--- config.mk ---
export PLATFORM = sky130hd
export DESIGN_NAME = sprite_dma_ctrl
export DESIGN_NICKNAME = d
export VERILOG_FILES = /design/src/rtl/sprite_dma_ctrl.sv
export SDC_FILE = /design/constraint.sdc
export NUM_CORES = 1
export LEC_CHECK = 0
export BUFFER_PORTS_ARGS = -buffer_cell sky130_fd_sc_hd__buf_2
export CORE_UTILIZATION = 44
export DETAILED_ROUTE_END_ITERATION = 8
export GPL_ROUTABILITY_DRIVEN = 1
export PLACE_DENSITY = 0.72
export RECOVER_POWER = 25
export SYNTH_ARGS = -nofsm -noshare
export SYNTH_HDL_FRONTEND = slang
export SYNTH_SLANG_ARGS = --single-unit
export TNS_END_PERCENT = 100
--- constraint.sdc ---
create_clock -name CLK_32M -period 1.7 [get_ports CLK_32M]
set_clock_uncertainty 0.15 [all_clocks]
set_input_delay 0.34 -clock CLK_32M [delete_from_list [all_inputs] [get_ports CLK_32M]]
set_output_delay 0.34 -clock CLK_32M [all_outputs]
set_load 0.05 [all_outputs]
--- src/rtl/sprite_dma_ctrl.sv ---
// rtl/sprite_dma_ctrl.sv - sprite-list DMA sequencer
// DMA_ON arms a copy of WORDS words from sprite RAM into the object buffer at the next VBLANK rise.
module sprite_dma_ctrl #(
  parameter int WORDS = 512,
  parameter int AW    = 9,
  parameter int DW    = 16
) (
  input  logic          CLK_32M,
  input  logic          RESET_N,
  input  logic          DMA_ON,
  input  logic          VBLANK,
  output logic          BUS_REQ,
  input  logic          BUS_ACK,
  output logic [AW-1:0] SRC_ADDR,
  output logic          SRC_RD,
  input  logic [DW-1:0] SRC_DATA,
  output logic [AW-1:0] DST_ADDR,
  output logic [DW-1:0] DST_DATA,
  output logic          DST_WE,
  output logic          BUSY,
  output logic          DONE
);
  localparam int CW = AW + 1;
  localparam logic [AW:0] END_RC  = CW'(WORDS);
  localparam logic [AW:0] LAST_WC = CW'(WORDS - 1);

  typedef enum logic [1:0] {IDLE, REQ, XFER, FIN} state_t;

  state_t      state;
  logic        armed;
  logic        pending;
  logic        vblank_d;
  logic [AW:0] rc;
  logic [AW:0] wc;
  logic        vblank_rise;
  logic        rd_go;

  assign vblank_rise = VBLANK & ~vblank_d;

  // Reads follow the grant combinationally so a dropped ACK stops the very next read.
  assign rd_go    = (state == XFER) && BUS_ACK && (rc < END_RC);
  assign SRC_RD   = rd_go;
  assign SRC_ADDR = rc[AW-1:0];
  assign DST_ADDR = wc[AW-1:0];
  assign DST_DATA = DST_WE ? SRC_DATA : '0;

  always_ff @(posedge CLK_32M or negedge RESET_N) begin
    if (!RESET_N) begin
      state    <= IDLE;
      armed    <= 1'b0;
      pending  <= 1'b0;
      vblank_d <= 1'b0;
      rc       <= '0;
      wc       <= '0;
      BUS_REQ  <= 1'b0;
      BUSY     <= 1'b0;
      DONE     <= 1'b0;
      DST_WE   <= 1'b0;
    end else begin
      vblank_d <= VBLANK;
      DONE     <= 1'b0;
      DST_WE   <= rd_go;
      if (rd_go) rc <= rc + 1'b1;
      if (DST_WE) wc <= wc + 1'b1;

      case (state)
        IDLE: begin
          if (vblank_rise && (armed || DMA_ON)) begin
            state   <= REQ;
            armed   <= 1'b0;
            BUS_REQ <= 1'b1;
            BUSY    <= 1'b1;
          end else if (DMA_ON) begin
            armed <= 1'b1;
          end
        end
        REQ: begin
          if (DMA_ON) pending <= 1'b1;
          if (BUS_ACK) begin
            state <= XFER;
            rc    <= '0;
            wc    <= '0;
          end
        end
        XFER: begin
          if (DMA_ON) pending <= 1'b1;
          // The write that lands wc on WORDS is the last one; release the bus right after it.
          if (DST_WE && (wc == LAST_WC)) begin
            state   <= FIN;
            BUS_REQ <= 1'b0;
            BUSY    <= 1'b0;
            DONE    <= 1'b1;
          end
        end
        FIN: begin
          state   <= IDLE;
          armed   <= pending | DMA_ON;
          pending <= 1'b0;
        end
        default: state <= IDLE;
      endcase
    end
  end

endmodule

==> results by group, run 1 <==
Outcome
  – Status: complete, but fails checks
  – Failing checks: negative setup slack

Clock network
  – CTS tree: yes
  – H-tree Lvls: 1
  – Longest Clk Path Bufs: 2
  – Clk slew on worst S/H paths: 100 ps
  – CTS Sinks: 28
  – Clock latency at the later pin of the worst-skew pair: 280 ps
  – Clock Tree Root: clkbuf_8
  – Clock buffer count from CTS: 3

Logic synthesis
  – Post-synth top area share: 43.0%
  – Yosys top cell by area: dfrtp_1
  – Synth Flop Type: dfrtp_1
  – Sequential element share of the synthesized area: between 40% and 50%
  – Synth Cell Area: 1630 µm²
  – Syn nets: 200
  – Post-synth EDFFs: 0
  – Synth unique cells: 33
  – Largest cells by area after synthesis: dfrtp_1 (43%), buf_4 (8.7%), and2_1 (6.9%)
  – Syn_area_per_cell: 9.42 µm²
  – YS warnings: 0
  – Yosys reg bits: 28
  – Syn Inst Count: roughly 170
  – Post-synth ARST share: 100%

Layout
  – Fraction of final layout cells sized beyond drive strength 1: 52.9%
  – Diode count: 0
  – Area Growth Syn to Fin: 46.8%
  – Post-route insts no fill: 284
  – Most common cell after layout, fill and taps aside: buf_2
  – Final Instance Area: 2390 µm²
  – NumNets Final: 266
  – Commonest cells after routing, fill and taps aside: buf_2 (42), dfrtp_1 (27), buf_4 (20), nor2_1 (19), buf_8 (14)

Critical path
  – Critical Path Start Type: flop
  – CP max FO: 2
  – Worst path cell trace: ha_4, nand3b_1, clkinvlp_4, buf_8
  – Worst EP arrival: roughly 1300 ps
  – CP max stage cell: dfrtp_1
  – Crit. End Element: primary output
  – Worst path max stage delay: 420 ps
  – CP Class: reg2out
  – Crit path required time: 1210 ps

Global route
  – Vias in the first global route: 1,372
  – Initial antenna violation count: 0
  – GRT Total Usage: 19.1%
  – First-pass GRT wire length: about 6000 µm
  – Largest net degree at the start of global routing: 29
  – Global route overflow: 0

Floorplanning
  – Die footprint: 3950 µm²
  – Starting Density: 47.4%
  – IO Pins: 60
  – Die Width: around 63 µm
  – Cell Rows: 21
  – Core Region: approximately 3400 µm²
  – Die Ht: 62.9 µm

Drt
  – Drt drc: 0
  – DRT antenna net count: 0
  – DR iter-0 viols: 62
  – Final WL: about 3800 µm
  – Drt via density: between 4 and 5
  – Vias: 1,390
  – WL per Instance: 13.3 µm
  – First drt pass iteration count: 4

STA
  – Worst-Margin Slew: 703 ps
  – Worst setup slack after layout: -129 ps
  – RSZ-0062 raised after global routing: yes
  – Fin. max-slew vios: 0
  – Final Cycle Share: 108%
  – Final setup fails: 5
  – Rel. slew slack: 53.1%
  – Final Critical Period: approximately 1800 ps
  – Highest Clock Rate: 547 MHz
  – Min Hold Slack: 20.2 ps
  – Final Hold Vio Count: 0

Placed design
  – Placed Instance Area: 2000 µm²
  – Port-buffer cells: between 50 and 60
  – Post-DP HPWL: 2470 µm
  – Post-place setup slack: -35.1 ps
  – Post-Place Cells: 273
  – Placer Congestion: between 0.7 and 0.8

Pwr
  – PD cells: 1470 nW/µm²
  – Total power: around 3500 µW
  – Maximum VDD drop: 692 µV
  – Lkg Pwr: 0.00120 µW

Min path
  – Hold WC Path Type: in2reg

Flow run
  – Max-cap violation count: 0
-- registers in the layout, indices dropped and copies added, names as in the netlist, named ones only --
register,count
wc,10
rc,9
state,2
BUSY,1
DONE,1
DST_WE,1
armed,1
pending,1
vblank_d,1
-- kinds of logic after synthesis --
group	Yosys count	synth area share, %
xor+xnor	14	7.52
simple gates	76	24.6
buf+inv	29	11.1
fa+ha+maj	6	4.60
compound gates	16	6.29
mux	4	2.84
flops	28	43.0
-- path summary, 6_finish.rpt --
kind                            startpoint  endpoint  slack, ps  cells past startpoint
max in group asynchronous          RESET_N    DST_WE        350                      3
worst max-delay path              state[1]    SRC_RD       -130                      4
worst min register to register       armed     armed        390                      1
worst max register to register    state[0]     rc[4]        -70                      7
min in group asynchronous          RESET_N     wc[8]        560                      3
worst min-delay path                VBLANK  vblank_d         20                      1
-- Yosys cell counts, types with 2 or more instances --
| master | instances |
|---|---|
| clkbuf_1 | 3 |
| o21ai_0 | 3 |
| xor2_1 | 8 |
| mux2i_1 | 2 |
| o21bai_1 | 2 |
| nor2_1 | 19 |
| or3_1 | 2 |
| buf_4 | 19 |
| a21oi_1 | 5 |
| nor3_1 | 6 |
| ha_1 | 6 |
| nor4b_1 | 2 |
| nand3_1 | 7 |
| xnor2_1 | 6 |
| nand4_1 | 5 |
| nand2_1 | 10 |
| o22ai_1 | 2 |
| inv_1 | 5 |
| and2_1 | 18 |
| dfrtp_1 | 28 |
| nand2b_1 | 3 |
-- area by class of cell --
| cell class | count | area [µm²] |
|---|---|---|
| clock buffer | 3 | 41.3 |
| timing repair buffer | 85 | 673 |
| inverter | 5 | 22.5 |
| fill | 269 | 1050 |
| sequential | 28 | 702 |
| multi-input combinational | 116 | 867 |
| clock inverter | 1 | 30.0 |
| tap | 46 | 57.6 |
-- worst max-delay path: cells and delay by family (launching register included) --
kind | cells | cell delay, ps
flip-flops | 1 | 420
buffers and inverters | 2 | 300
adder cells (fa/ha/maj) | 1 | 170
AND/OR/NAND/NOR | 1 | 150
-- routing by layer --
| metal | track usage [%] | up-vias | wire [µm] |
|---|---|---|---|
| li1 | - | 690 | - |
| met1 | 22.8 | 652 | 1620 |
| met2 | 33.1 | 42 | 1950 |
| met3 | 3.65 | 6 | 159 |
| met4 | 7.85 | 0 | 57 |
| met5 | 0 | - | 0 |
-- per-stage QoR --
stage | util, % | setup TNS (ps)
6_report | 69.5 | -268
3_3_place_gp | 58.1 | 0
2_1_floorplan | - | 0
3_5_place_dp | 58.1 | -102
5_1_grt | 69.5 | -1020
4_1_cts | 65.8 | -352
-- where the power goes --
group	switching [µW]	total [µW]	internal (µW)
registers	130	930	800
logic	1140	2060	916
clock network	217	533	316
total	1490	3520	2030
-- repair_timing --
item | CTS | global route
endpoints found under the hold margin | 28 | 0
hold buffers | 1 | 0
gates cloned | 0 | 1
setup endpoints to repair | 23 | 25
pin swaps | 2 | 4
resized for setup | 44 | 41
setup buffers | 4 | 1
Note: power is estimated with default switching activity, not from simulation.
==> run 2, diff against run 1 <==
Settings changed: SKIP_LAST_GASP from default to 1.
==> run 2 against run 1 <==
Against the previous run:
- the flow still finishes with violations (negative setup slack)
- sequential power increased by 0.5%
- sequential share of layout area shrank 0.51 points
- clock power barely moved
- hold slack worse by 1.7 ps
- non-clock buffer count grew 1
- die area is the same
- sequential cell count stayed put
- critical path type unchanged
==> results by group, run 2 (synthesized netlist as in run 1, its figures left out) <==
Outcome
  – Status: complete, but fails checks
  – Failing checks: negative setup slack

Layout
  – Max reg flops: 10
  – NumNets Final: 267
  – Top reg by flops: wc
  – Filler instances: 259
  – Area Growth Syn to Fin: 49.4%
  – Commonest cells after routing, fill and taps aside: buf_2 (42), dfrtp_1 (27), buf_4 (21), nor2_1 (19), buf_8 (14)
  – Post-route insts no fill: 285
  – Diode count: 0
  – Reg area: 702 µm²
  – Final Instance Area: 2440 µm²
  – Regs by FF count: wc (10), rc (9), state (2)
  – Most common cell after layout, fill and taps aside: buf_2
  – Multi-input gate area: approximately 900 µm²
  – Fraction of final layout cells sized beyond drive strength 1: between 50% and 60%

Pwr
  – Comb pwr share: about 59%
  – Seq pwr share: 26.0%
  – Maximum VDD drop: about 690 µV
  – PD cells: 1480 nW/µm²
  – Lkg Pwr: 0.00123 µW
  – Sw power: 1520 µW
  – Switching share of power: roughly 42%
  – Clock power frac: 14.8%
  – Internal cell power: around 2100 µW

Placed design
  – Post-Place Cells: 273
  – Post-DP HPWL: approximately 2500 µm
  – Port-buffer cells: 59
  – Placer Congestion: 0.766
  – Placed Instance Area: 2000 µm²

Global route
  – First-pass GRT wire length: ~5900 µm
  – Global route overflow: 0
  – GRT Total Usage: 18.9%
  – Initial antenna violation count: 0
  – Largest net degree at the start of global routing: 29
  – Vias in the first global route: ~1,400

STA
  – Rel. slew slack: a little over half
  – Final setup fails: 6
  – Fin. max-slew vios: 0
  – RSZ-0062 raised after global routing: yes
  – Final Hold Vio Count: 0
  – Min Hold Slack: 18.5 ps
  – Final Cycle Share: 107%
  – Worst setup slack after layout: -125 ps
  – Final Critical Period: 1830 ps
  – Highest Clock Rate: 548 MHz
  – Worst-Margin Slew: 700 ps

Drt
  – Vias: ~1,400
  – First drt pass iteration count: 4
  – WL per Instance: between 10 and 15 µm
  – Drt drc: 0
  – DRT antenna net count: 0
  – Drt via density: 5.02
  – Final WL: ~3900 µm
  – DR iter-0 viols: 53

Flow run
  – Max-cap violation count: 0

Critical path
  – Worst EP arrival: 1340 ps
  – CP max FO: 2
  – Crit path required time: ~1200 ps
  – Crit. End Element: primary output
  – Critical Path Start Type: flop
  – CP Class: reg2out

Clock network
  – Clk slew on worst S/H paths: 100 ps
  – CTS Sinks: 28
  – Longest Clk Path Bufs: 2
  – Clock latency at the later pin of the worst-skew pair: 280 ps
  – CTS tree: yes
  – H-tree Lvls: 1
  – Clock Tree Root: clkbuf_8
  – Clock buffer count from CTS: 3

Floorplanning
  – Die Ht: 62.9 µm
  – Cell Rows: 21
  – Core Region: 3440 µm²
  – Starting Density: a little under half
  – Die Width: approximately 63 µm
  – Die footprint: 3950 µm²
  – IO Pins: 60

Min path
  – Hold WC Path Type: in2reg
[run 2: stage by stage]
stage	utilization, %	setup slack [ps]	total power (µW)	setup TNS (ps)
5_1_grt	70.8	-225	3800	-1370
3_3_place_gp	58.1	9.21	2560	0
4_1_cts	65.6	-128	3300	-381
2_1_floorplan	-	3.72	2180	0
3_5_place_dp	58.1	-35.1	2590	-102
6_report	70.8	-125	3590	-368
[run 2: layout make-up]
cell class	instances	share of cell area (%)
clock buffer	3	1.69
clock inverter	1	1.23
inverter	5	0.924
multi-input combinational	116	37.0
sequential	28	28.8
tap	46	2.36
timing repair buffer	86	27.9
[run 2: worst max-delay path, stage by stage (launching register included)]
cell	delay [ps]
dfrtp_1	420
ha_4	170
nand3b_1	150
clkinvlp_4	140
buf_8	160
[run 2: final timing paths]
path / from / to / slack (ps) / depth (start not counted)
setup / recovery: state[1] / SRC_RD / -130 / 4
min in group asynchronous: RESET_N / wc[8] / 550 / 3
setup reg to reg: state[0] / rc[4] / -100 / 7
hold / removal: VBLANK / vblank_d / 20 / 1
hold reg to reg: armed / armed / 390 / 1
max in group asynchronous: RESET_N / DST_WE / 350 / 3
[run 2: power by group through the flow]
stage          logic (µW)  clock network (µW)  registers (µW)
4_1_cts              1840                 550             912
2_1_floorplan        1230                   0             951
3_3_place_gp         1640                   0             917
3_5_place_dp         1660                   0             925
5_1_grt              2280                 574             951
6_report             2130                 534             935
[run 2: what timing repair did]
action | 4_1_cts | 5_1_grt
pin swaps | 2 | 5
endpoints found under the setup margin | 23 | 25
hold buffers | 1 | 0
buffers inserted | 4 | 3
resized for setup | 43 | 44
endpoints found under the hold margin | 28 | 0
gates cloned | 0 | 1
[run 2: per-layer routing]
metal | vias up | routed length [µm] | track usage, %
met4 | 0 | 69 | 7.85
met2 | 43 | 2000 | 32.9
li1 | 691 | - | -
met1 | 691 | 1650 | 22.6
met5 | - | 0 | 0
met3 | 7 | 163 | 3.65
==> run 3, diff against run 2 <==
Settings changed: ABC_AREA from default to 1, CORE_UTILIZATION 44 to 45, PLACE_DENSITY 0.72 to 0.73.
==> run 3 against run 2 <==
Against the previous run:
- the flow still finishes with violations (negative setup slack)
- clock power is 30% lower
- design area is 2.6% lower
- die area is 3.6% higher
- global-route usage is 1.9 points higher
- cell count is 18% higher
- wire length is 0.18% lower
- synthesized area is 6.1% higher
- sequential cell count stayed put
- sequential share of layout area is 0.86 points higher
- critical endpoint is now DST_DATA[6]
==> results by group, run 3 <==
Pwr
  – Seq pwr share: 29.6%
  – Internal cell power: 1650 µW
  – Sw power: about 1600 µW
  – Maximum VDD drop: a little over 700 µV
  – Comb pwr share: 58.9%
  – Total power: 3230 µW
  – Clock power frac: 11.6%
  – PD cells: 1360 nW/µm²
  – Lkg Pwr: 0.00127 µW
  – Switching share of power: between 40% and 50%

Layout
  – Top reg by flops: wc
  – Commonest cells after routing, fill and taps aside: nand2_1 (47), buf_2 (40), inv_1 (28), dfrtp_1 (27), nor2_1 (19)
  – Most common cell after layout, fill and taps aside: nand2_1
  – Final Util: 64.8%
  – Max reg flops: 10
  – Area Growth Syn to Fin: 37.3%
  – Regs by FF count: wc (10), rc (9), state (2)
  – Diode count: 0
  – Filler instances: approximately 300
  – Fraction of final layout cells sized beyond drive strength 1: between 30% and 40%
  – NumNets Final: 317

Critical path
  – Worst path max stage delay: 530 ps
  – Worst path cell trace: buf_8, nand2_2, clkinvlp_4, buf_6
  – CP max stage cell: dfrtp_4
  – Critical Path Start Type: flop
  – Crit. End Element: primary output
  – Crit path required time: 1210 ps
  – Worst EP arrival: approximately 1300 ps
  – CP Class: reg2out
  – CP max FO: 6

Flow run
  – Max-cap violation count: 0

Floorplanning
  – Starting Density: 47.2%
  – Die Ht: 64.0 µm
  – IO Pins: 60
  – Die footprint: 4090 µm²
  – Cell Rows: 22
  – Core Region: between 3000 and 4000 µm²
  – Die Width: between 60 and 70 µm

Placed design
  – Placer Congestion: 0.770
  – Post-place setup slack: 64.0 ps
  – Port-buffer cells: 59
  – Post-DP HPWL: 2650 µm

Logic synthesis
  – Synth unique cells: 26
  – Largest cells by area after synthesis: dfrtp_1 (41%), nand2_1 (12%), inv_1 (8.5%)
  – Synth top cells by count: nand2_1 (57), inv_1 (39), dfrtp_1 (28)
  – Yosys top cell by area: dfrtp_1
  – Post-synth EDFFs: 0
  – Yosys reg bits: 28
  – Post-synth ARST share: 100%
  – Post-synth top area share: 40.5%
  – YS warnings: 0
  – Sequential element share of the synthesized area: 40.5%
  – Syn_area_per_cell: 7.49 µm²
  – Synth Flop Type: dfrtp_1
  – Count leader, synth: nand2_1
  – Synth Cell Area: roughly 1700 µm²
  – Syn Inst Count: approximately 230
  – Syn nets: 258

STA
  – Rel. slew slack: 71.1%
  – RSZ-0062 raised after global routing: yes
  – Final Critical Period: around 1800 ps
  – Worst setup slack after layout: -69.7 ps
  – Final Hold Vio Count: 0
  – Fin. max-slew vios: 0
  – Worst-Margin Slew: between 400 and 500 ps
  – Final Cycle Share: 104%
  – Final setup fails: 14
  – Highest Clock Rate: 565 MHz
  – Min Hold Slack: 33.7 ps

Global route
  – Initial antenna violation count: 0
  – Largest net degree at the start of global routing: 18
  – Vias in the first global route: 1,582
  – First-pass GRT wire length: between 6000 and 7000 µm
  – GRT Total Usage: 20.9%
  – Global route overflow: 0

Min path
  – Hold WC Path Type: in2reg

Clock network
  – Longest Clk Path Bufs: 2
  – H-tree Lvls: 1
  – Clock latency at the later pin of the worst-skew pair: 270 ps
  – Clock Tree Root: clkbuf_8
  – Clk slew on worst S/H paths: 100 ps
  – Clock buffer count from CTS: 3
  – CTS Sinks: 28
  – CTS tree: yes

Drt
  – DR iter-0 viols: 80
  – WL per Instance: 11.5 µm
  – Vias: 1,618
  – Drt via density: 4.80
  – DRT antenna net count: 0
  – Final WL: 3880 µm
  – Drt drc: 0
  – First drt pass iteration count: 4

Outcome
  – Status: complete, but fails checks
  – Failing checks: negative setup slack
==> run 3: cell count changes after synthesis, moves of 5 or more <==
cell,change
xnor2_1,-5
xor2_1,-7
and2_1,-18
a21oi_1,+9
nand2_1,+47
inv_1,+34
o21ai_0,+9
==> run 3: path summary, 6_finish.rpt <==
| path | slack (ps) | cells after the start | startpoint | endpoint |
|---|---|---|---|---|
| min | 30 | 1 | VBLANK | vblank_d |
| max in group asynchronous | 430 | 3 | RESET_N | async pin |
| min in group asynchronous | 370 | 2 | RESET_N | rc[5] |
| max | -70 | 4 | DST_WE | DST_DATA[6] |
| min reg2reg | 360 | 2 | armed | armed |
| max reg2reg | 120 | 8 | DST_WE | state[0] |
==> run 3: cell families (layout without fill, tap and decap cells) <==
kind of cell,Yosys count,after routing,share of synthesized area (%)
AOI/OAI and AO/OA,30,30,8.83
adders and majority gates,6,6,4.34
xor gates and xnor gates,2,2,1.01
and+or+nand+nor,103,103,27.6
buffers and inverters,62,120,17.7
DFF,28,28,40.5
==> run 3: final cells by class <==
| cell class | count | area [µm²] | area share (%) |
|---|---|---|---|
| clock buffers | 4 | 45.0 | 1.90 |
| well taps | 48 | 60.1 | 2.53 |
| repair buffers | 76 | 577 | 24.3 |
| inverters | 40 | 190 | 8.01 |
| multi-input cells | 141 | 797 | 33.6 |
| flip-flops and latches | 28 | 704 | 29.7 |
==> run 3: per-stage QoR <==
step	area (µm²)	std cells	setup TNS, ps
global route	2370	337	-1320
detailed placement	2020	323	0
finish	2370	337	-539
global placement	2020	323	0
CTS	2320	335	-406
floorplan	1770	231	0
==> run 3: power groups by stage <==
stage	Clock, µW	Combinational [µW]	Sequential, µW
after detailed placement	0	1530	993
after global placement	0	1500	983
after CTS	383	1810	952
final	373	1900	956
after global routing	415	2070	980
after floorplan	0	1260	997
==> run 3: repair_timing <==
action | in CTS | in global routing
hold buffers | 1 | 0
endpoints found under the setup margin | 18 | 21
buffers inserted | 7 | 2
resized for setup | 59 | 11
cloned | 0 | 0
hold endpoints to repair | 15 | 0
==> run 3: routing by layer <==
metal	GRT usage, %	share of wire (%)	up-vias
met5	0	0	-
met4	7.67	1.4	0
met3	2.50	5.6	4
met2	37.2	49	58
met1	25.5	44	742
li1	-	-	814
==> run 3: worst max-delay path: cells and delay by family (launching register included) <==
family / cells / cell delay [ps]
simple gates: 1 / 80
flops: 1 / 530
buf+inv: 3 / 390
